--- src/rtl/addsub_seq.sv ---
// Multi-cycle adder/subtractor: processes CHUNK bits per clock through a
// registered inter-chunk carry, with a start/busy/done handshake and
// carry, signed-overflow and zero flags valid from the done cycle.
module addsub_seq #(
  parameter int WIDTH = 6,
  parameter int CHUNK = 2
) (
  input  logic             clk,
  input  logic             rst_n,
  input  logic             start,
  input  logic             sub,
  input  logic [WIDTH-1:0] a,
  input  logic [WIDTH-1:0] b,
  output logic             busy,
  output logic             done,
  output logic [WIDTH-1:0] result,
  output logic             carry_out,
  output logic             overflow,
  output logic             zero
);

  localparam int N     = WIDTH / CHUNK;
  localparam int CNT_W = (N > 1) ? $clog2(N) : 1;
  localparam logic [WIDTH-1:0] CHUNK_MASK = WIDTH'({CHUNK{1'b1}});

  if (WIDTH < 1 || CHUNK < 1 || CHUNK > WIDTH || (WIDTH % CHUNK) != 0) begin : g_param_check
    $error("addsub_seq: illegal WIDTH/CHUNK combination");
  end

  typedef enum logic {
    IDLE,
    RUN
  } state_e;

  state_e             state_q, state_d;
  logic [WIDTH-1:0]   a_q, a_d;
  logic [WIDTH-1:0]   b_q, b_d;
  logic               carry_q, carry_d;
  logic [CNT_W-1:0]   cnt_q, cnt_d;
  logic [WIDTH-1:0]   result_q, result_d;
  logic               done_q, done_d;
  logic               carry_out_q, carry_out_d;
  logic               overflow_q, overflow_d;
  logic               zero_q, zero_d;

  logic [31:0]        lsb;
  logic [CHUNK-1:0]   a_chunk;
  logic [CHUNK-1:0]   b_chunk;
  logic [CHUNK:0]     chunk_sum;
  logic [WIDTH-1:0]   merged;
  logic               last_chunk;

  // Chunk selection uses shifts so the slice position can follow the counter
  assign lsb        = 32'(cnt_q) * 32'(CHUNK);
  assign a_chunk    = CHUNK'(a_q >> lsb);
  assign b_chunk    = CHUNK'(b_q >> lsb);
  assign chunk_sum  = {1'b0, a_chunk} + {1'b0, b_chunk} + (CHUNK+1)'(carry_q);
  assign merged     = (result_q & ~(CHUNK_MASK << lsb))
                    | (WIDTH'(chunk_sum[CHUNK-1:0]) << lsb);
  assign last_chunk = (cnt_q == CNT_W'(N - 1));

  // Next-state, datapath and flag computation
  always_comb begin
    state_d     = state_q;
    a_d         = a_q;
    b_d         = b_q;
    carry_d     = carry_q;
    cnt_d       = cnt_q;
    result_d    = result_q;
    done_d      = 1'b0;
    carry_out_d = carry_out_q;
    overflow_d  = overflow_q;
    zero_d      = zero_q;
    case (state_q)
      IDLE: begin
        if (start) begin
          a_d     = a;
          b_d     = b ^ {WIDTH{sub}};
          carry_d = sub;
          cnt_d   = '0;
          state_d = RUN;
        end
      end
      RUN: begin
        result_d = merged;
        carry_d  = chunk_sum[CHUNK];
        cnt_d    = cnt_q + 1'b1;
        if (last_chunk) begin
          state_d     = IDLE;
          done_d      = 1'b1;
          carry_out_d = chunk_sum[CHUNK];
          overflow_d  = (a_q[WIDTH-1] == b_q[WIDTH-1]) && (merged[WIDTH-1] != a_q[WIDTH-1]);
          zero_d      = (merged == '0);
        end
      end
      default: state_d = IDLE;
    endcase
  end

  // State and datapath registers with asynchronous abort
  always_ff @(posedge clk or negedge rst_n) begin
    if (!rst_n) begin
      state_q     <= IDLE;
      a_q         <= '0;
      b_q         <= '0;
      carry_q     <= 1'b0;
      cnt_q       <= '0;
      result_q    <= '0;
      done_q      <= 1'b0;
      carry_out_q <= 1'b0;
      overflow_q  <= 1'b0;
      zero_q      <= 1'b0;
    end else begin
      state_q     <= state_d;
      a_q         <= a_d;
      b_q         <= b_d;
      carry_q     <= carry_d;
      cnt_q       <= cnt_d;
      result_q    <= result_d;
      done_q      <= done_d;
      carry_out_q <= carry_out_d;
      overflow_q  <= overflow_d;
      zero_q      <= zero_d;
    end
  end

  assign busy      = (state_q == RUN);
  assign done      = done_q;
  assign result    = result_q;
  assign carry_out = carry_out_q;
  assign overflow  = overflow_q;
  assign zero      = zero_q;

endmodule

--- config.mk ---
export PLATFORM = sky130hd
export DESIGN_NAME = addsub_seq
export DESIGN_NICKNAME = d
export VERILOG_FILES = /design/src/rtl/addsub_seq.sv
export SDC_FILE = /design/constraint.sdc
export NUM_CORES = 1
export LEC_CHECK = 0
export CORE_ASPECT_RATIO = 0.8
export CORE_MARGIN = 2
export CORE_UTILIZATION = 45
export DETAILED_ROUTE_END_ITERATION = 12
export PLACE_DENSITY = 0.72
export SETUP_SLACK_MARGIN = 0.15
export SLEW_MARGIN = 0
export SYNTH_ARGS = -nofsm -noshare
export SYNTH_HDL_FRONTEND = slang
export SYNTH_SLANG_ARGS = --single-unit
--- constraint.sdc ---
create_clock -name clk -period 3 [get_ports clk]
set_input_delay 0.3 -clock clk [delete_from_list [all_inputs] [get_ports clk]]
set_output_delay 0.3 -clock clk [all_outputs]
set_load 0.02 [all_outputs]
==> results of run 1 <==
## metrics by stage
step           util [%]  cells  worst slack [ns]
5_1_grt           57.46    173            0.1655
4_1_cts           57.46    173            0.3377
2_1_floorplan         -    111            0.5830
6_report          57.46    173            0.3247
3_3_place_gp      56.63    170            0.4638
3_5_place_dp      56.63    170            0.3512
## layout make-up
class / instances / area (sq um)
fillers: 238 / 1167
flip-flops and latches: 26 / 650.6
well taps: 38 / 47.55
repair buffers: 27 / 267.8
inverters: 4 / 15.01
clock buffers: 3 / 22.52
multi-input cells: 75 / 573.1
## logic make-up (layout without fill, tap and decap cells)
logic type	count (synthesis)	after routing	synth area share, %
flops	26	26	50.44
buf+inv	10	34	5.140
compound gates	24	24	12.51
xor+xnor	6	6	4.074
fa+ha+maj	5	5	6.014
mux	12	12	11.74
simple gates	28	28	10.09
## final timing paths
path                            startpoint       end  slack (ns)  cells past startpoint
worst min-delay path                 rst_n      busy        0.32                      2
worst min register to register        zero      zero        0.50                      2
worst max register to register    cnt_q[1]  overflow        0.32                      8
min in group clk                      zero      zero        0.50                      2
worst max-delay path              cnt_q[1]  overflow        0.32                      8
max in group asynchronous            rst_n    b_q[1]        2.42                      2
## cell usage after synthesis, drive strengths merged
cell type / n
fa: 2
nor2b: 1
o2bb2ai: 1
ha: 3
a32o: 5
nor4: 1
a211o: 1
buf: 6
nand2: 18
nand3b: 1
nor3b: 1
a21o: 1
inv: 4
nand2b: 1
o221ai: 1
dfrtp: 26
nor2: 5
mux2i: 5
xnor2: 6
o31ai: 1
mux2: 7
o21ai: 14
## registers in the layout, indices dropped and copies added, names as in the netlist, 2 cells and up
signal,count
a_q,6
result,6
b_q,6
cnt_q,2
## power groups by stage
stage | logic (mW) | registers, mW | clock network, mW
after floorplan | 0.621 | 0.686 | 0
after global placement | 0.860 | 0.681 | 0
after detailed placement | 0.885 | 0.687 | 0
after CTS | 0.887 | 0.678 | 0.150
after global routing | 0.977 | 0.702 | 0.164
final | 0.883 | 0.677 | 0.146
## routing by layer
metal | vias to the layer above | track usage (%)
met5 | - | 0
met4 | 0 | 2.899
met3 | 4 | 5.844
met2 | 33 | 27.43
met1 | 408 | 19.61
li1 | 437 | -
## worst max-delay path, delay by kind of cell, from the launching register on
| kind | cells | cell delay, ns |
|---|---|---|
| simple gates | 4 | 0.54 |
| compound gates | 2 | 0.38 |
| fa+ha+maj | 2 | 1.03 |
| flops | 1 | 0.63 |
==> metrics, run 1 <==
status complete, no violations; Psw 0.6932 mW; RSZ-0062 raised after global routing false; top post-synthesis cells by area dfrtp_1, mux2_4, nand2_1, o21ai_0, xnor2_1; Sw Share 40.62%; Crit Path Max Fanout 11; sequential share of the synthesized area 50.44%; CTS buffer count 3; DRT iter0 DRCs 28; Setup Viol. Count Final 0; pins over their slew limit 0; final net count 158; max layer used met4; M1 wire length 1.062 mm; commonest non-fill, non-tap cells in the layout dfrtp_1, clkdlybuf4s50_1, nand2_1, o21ai_0; worst path cell trace nor2b_1 > nand2_1 > o21ai_0 > fa_1 > fa_1 > nand3b_1 > nor3b_1 > a211o_1; #FFs+latches synth 26; post-CTS setup buffer count 0; MaxCap Viol Count 0; CTS hold repair buffers 0; final period utilization 89.18%; Residual DRC 0; largest net degree at the start of global routing 27; Clock power frac 8.6%; Layout Area Growth over Synthesis 22.21%; synth unique cells 27; Via density 5.098; CP Class reg -> reg; H-tree Lvls 1; layout cells sized above 1 9.630%; Synth area leader dfrtp_1; met3 WL 152 um; total number of vias 882; top cell type's share of synthesized area 50.44%; number of gates resized after cts 0; most frequent cell on the critical path fa_1; Hold WS 0.3185 ns; DR WL/cell 13.41 um; Final HPWL DP 1.789 mm; Antenna Nets Post-Route 0; Clock Tree Buf Depth 2; syn nets 132; # IOs 27; clock slew at reported path FFs 0.14 ns; Slowest-stage cell, CP dfrtp_1; Post-Syn Area 0.001290 sq mm; post-layout instance area 0.001577 sq mm; TNS Setup 0 ns; clk_skew 0.01200 ns; drt first pass iters 4; VDD IR max 390.8 uV; Critical Path RT 3.23 ns; final WL 2.320 mm; CTS sink cnt 26; die height 51.89 um; Die W 63.86 um; Worst Setup End Kind flop; Hold Crit Class in -> async; Final Hold Fails 0; clk_lat worst skew 0.32 ns; LEAKAGE 0.7077 nW; Yosys Warn Count 0; input/output buffers 26; die area 0.003314 sq mm; gr usage total 15.97%; Cell Area, Placed 0.001554 sq mm; num rows 17; met2 WL 1.093 mm; initial core utilization 47.01%; initial antenna violation count 0; Comb pwr share 51.7%; Max Clk Rate 0.3738 GHz; core area 0.002744 sq mm; Antenna Cells 0; Root Driver clkbuf_4; grt total ovfl 0; Data arrival, critical path 2.90 ns; Reg power frac 39.7%; Power Internal 1.014 mW; overall power 1.707 mW; Mean Syn Cell Area 11.62 sq um; max incr delay on CP 0.63 ns; vias in the first global route 903; CTS tree yes; Post-Synthesis Cells 111; Startpoint Class flop; P per Cell Area 1083 mW/mm^2; Slew @ Worst Pin 0.4286 ns; routability cong. 0.8148; Slew headroom 71.43%; min cycle time layout 2.675 ns; first-pass GRT wire length 4.043 mm
Power figures use the tool's default switching activity.
==> run 2, diff against run 1 <==
--- a/config.mk
+++ b/config.mk
@@ -9,7 +9,7 @@
 export CORE_MARGIN = 2
 export CORE_UTILIZATION = 45
 export DETAILED_ROUTE_END_ITERATION = 12
-export PLACE_DENSITY = 0.72
+export DONT_BUFFER_PORTS = 1
 export SETUP_SLACK_MARGIN = 0.15
 export SLEW_MARGIN = 0
 export SYNTH_ARGS = -nofsm -noshare
==> metrics, run 2 (synthesis gave the netlist of run 1 again) <==
core area 0.002744 sq mm (unchanged); clock slew at reported path FFs 0.12 ns (-0.02 ns); commonest non-fill, non-tap cells in the layout dfrtp_1, nand2_1, o21ai_0, mux2_4, xnor2_1; drt first pass iters 4 (unchanged); Root Driver clkbuf_4; DR WL/cell 14.57 um (+8.7%); Power Internal 0.9035 mW (-11%); Setup Viol. Count Final 0 (unchanged); max incr delay on CP 0.62 ns (about the same); RSZ-0062 raised after global routing false; overall power 1.566 mW (-8.3%); die area 0.003314 sq mm (unchanged); Die W 63.86 um (unchanged); Final Hold Fails 0 (unchanged); first-pass GRT wire length 3.719 mm (-8.0%); status complete, no violations; Antenna Nets Post-Route 0 (unchanged); CTS tree yes; clk_skew 0.002544 ns (-0.009457 ns); TNS Setup 0 ns (unchanged); layout cells sized above 1 12.61% (+3.0 points); final period utilization 88.23% (-0.94 points); largest net degree at the start of global routing 27 (unchanged); H-tree Lvls 1 (unchanged); final net count 134 (-15%); initial core utilization 47.01% (unchanged); initial antenna violation count 0 (unchanged); commonest non-fill, non-tap cell in the layout dfrtp_1; most frequent cell on the critical path fa_1; final WL 2.171 mm (-6.4%); Crit path buffers/inverters 0 (unchanged); worst path cell trace nor2b_1 > nand2_1 > o21ai_0 > fa_1 > fa_1 > nand3b_1 > nor3b_1 > a211o_1; Worst Setup End Kind flop; Psw 0.6624 mW (-4.5%); P per Cell Area 1163 mW/mm^2 (+7.4%); Setup WS post-layout 0.3530 ns (+0.02827 ns); DRT iter0 DRCs 54 (+93%); pre-CTS WS 0.3691 ns (+0.01785 ns); CP Class reg -> reg; Slew @ Worst Pin 0.5149 ns (+0.08631 ns); input/output buffers 0 (-100%); Critical Path RT 3.21 ns (-0.02 ns); Final HPWL DP 1.656 mm (-7.4%); # IOs 27 (unchanged); Via density 5.282 (+3.6%); min cycle time layout 2.647 ns (-0.02827 ns); Sw Share 42.30% (+1.7 points); Slew headroom 65.67% (-5.8 points); pins over their slew limit 0 (unchanged); routability cong. 0.7363 (-9.6%); post-CTS setup buffer count 0 (unchanged); VDD IR max 382.5 uV (-2.1%); CTS sink cnt 26 (unchanged); Crit Path Max Fanout 11 (unchanged); Antenna Cells 0 (unchanged); Clock Tree Buf Depth 2 (unchanged); Hold Crit Class in -> reg; Max Clk Rate 0.3778 GHz (+1.1%); CP top delay family adder cells; gr usage total 15.16% (-0.81 points); MaxCap Viol Count 0 (unchanged); Data arrival, critical path 2.85 ns (-0.05 ns); Startpoint Class flop; Clock power frac 8.7% (about the same); clk_lat worst skew 0.30 ns (-0.02 ns); vias in the first global route 725 (-20%); die height 51.89 um (unchanged); num rows 17 (unchanged); LEAKAGE 0.6221 nW (-12%); CTS hold repair buffers 2 (+2); utilization after layout 49.07% (-8.4 points); grt total ovfl 0 (unchanged); number of gates resized after cts 0 (unchanged); Hold WS 0.05898 ns (-0.2595 ns); Layout Area Growth over Synthesis 4.365%; Residual DRC 0 (unchanged); Reg power frac 47.9% (+8.2 points); CTS buffer count 3 (unchanged); total number of vias 787 (-11%); Slowest-stage cell, CP dfrtp_1; Comb pwr share 43.3% (-8.4 points)
[run 2: cell types whose count changed in the layout (fill, tap and decap cells not counted)]
cell             before  now
clkdlybuf4s50_1      26    0
buf_12                0    1
dlygate4sd3_1         0    1
[run 2: through the flow]
step           cells  area, sq um
3_5_place_dp     144         1294
3_3_place_gp     144         1294
4_1_cts          149         1346
5_1_grt          149         1346
2_1_floorplan    111         1290
6_report         149         1346
[run 2: worst paths after layout]
path	start	endpoint	slack, ns	depth (start not counted)
min in group asynchronous	rst_n	zero	0.41	2
worst min register to register	b_q[0]	b_q[0]	0.50	2
worst min-delay path	start	cnt_q[1]	0.06	1
worst max-delay path	cnt_q[1]	overflow	0.35	8
max in group asynchronous	rst_n	b_q[2]	2.45	2
worst max register to register	cnt_q[1]	overflow	0.35	8
[run 2: worst reg2reg max path, cell delays in order (launching register included)]
cell and delay (ns):
dfrtp_1 0.62, nor2b_1 0.16, nand2_1 0.09, o21ai_0 0.11, fa_1 0.42, fa_1 0.57, nand3b_1 0.14, nor3b_1 0.18
a211o_1 0.26
[run 2: layout make-up]
class / instances / area, sq um
multi-input combinational: 75 / 573.1
sequential: 26 / 650.6
clock buffer: 3 / 22.52
fill: 254 / 1398
tap: 38 / 47.55
inverter: 4 / 15.01
timing repair buffer: 3 / 37.54
[run 2: per-layer routing]
metal / wire length (um) / GRT usage (%) / vias to the layer above
li1: - / - / 387
met1: 1057 / 21.40 / 379
met2: 956 / 22.05 / 19
met3: 144 / 6.494 / 2
met4: 12 / 2.174 / 0
met5: 0 / 0 / -
[run 2: power groups by stage]
stage          registers, mW  clock network, mW  logic, mW
2_1_floorplan          0.686                  0      0.621
6_report               0.750              0.137      0.679
3_5_place_dp           0.759                  0      0.674
4_1_cts                0.754              0.145      0.685
5_1_grt                0.780              0.169      0.772
3_3_place_gp           0.761                  0      0.661
==> run 3, diff against run 2 <==
--- a/config.mk
+++ b/config.mk
@@ -5,6 +5,7 @@
 export SDC_FILE = /design/constraint.sdc
 export NUM_CORES = 1
 export LEC_CHECK = 0
+export CAP_MARGIN = 20
 export CORE_ASPECT_RATIO = 0.8
 export CORE_MARGIN = 2
 export CORE_UTILIZATION = 45
==> results of run 3 <==
No change in the layout: final DEF, timing and power equal those of run 2.
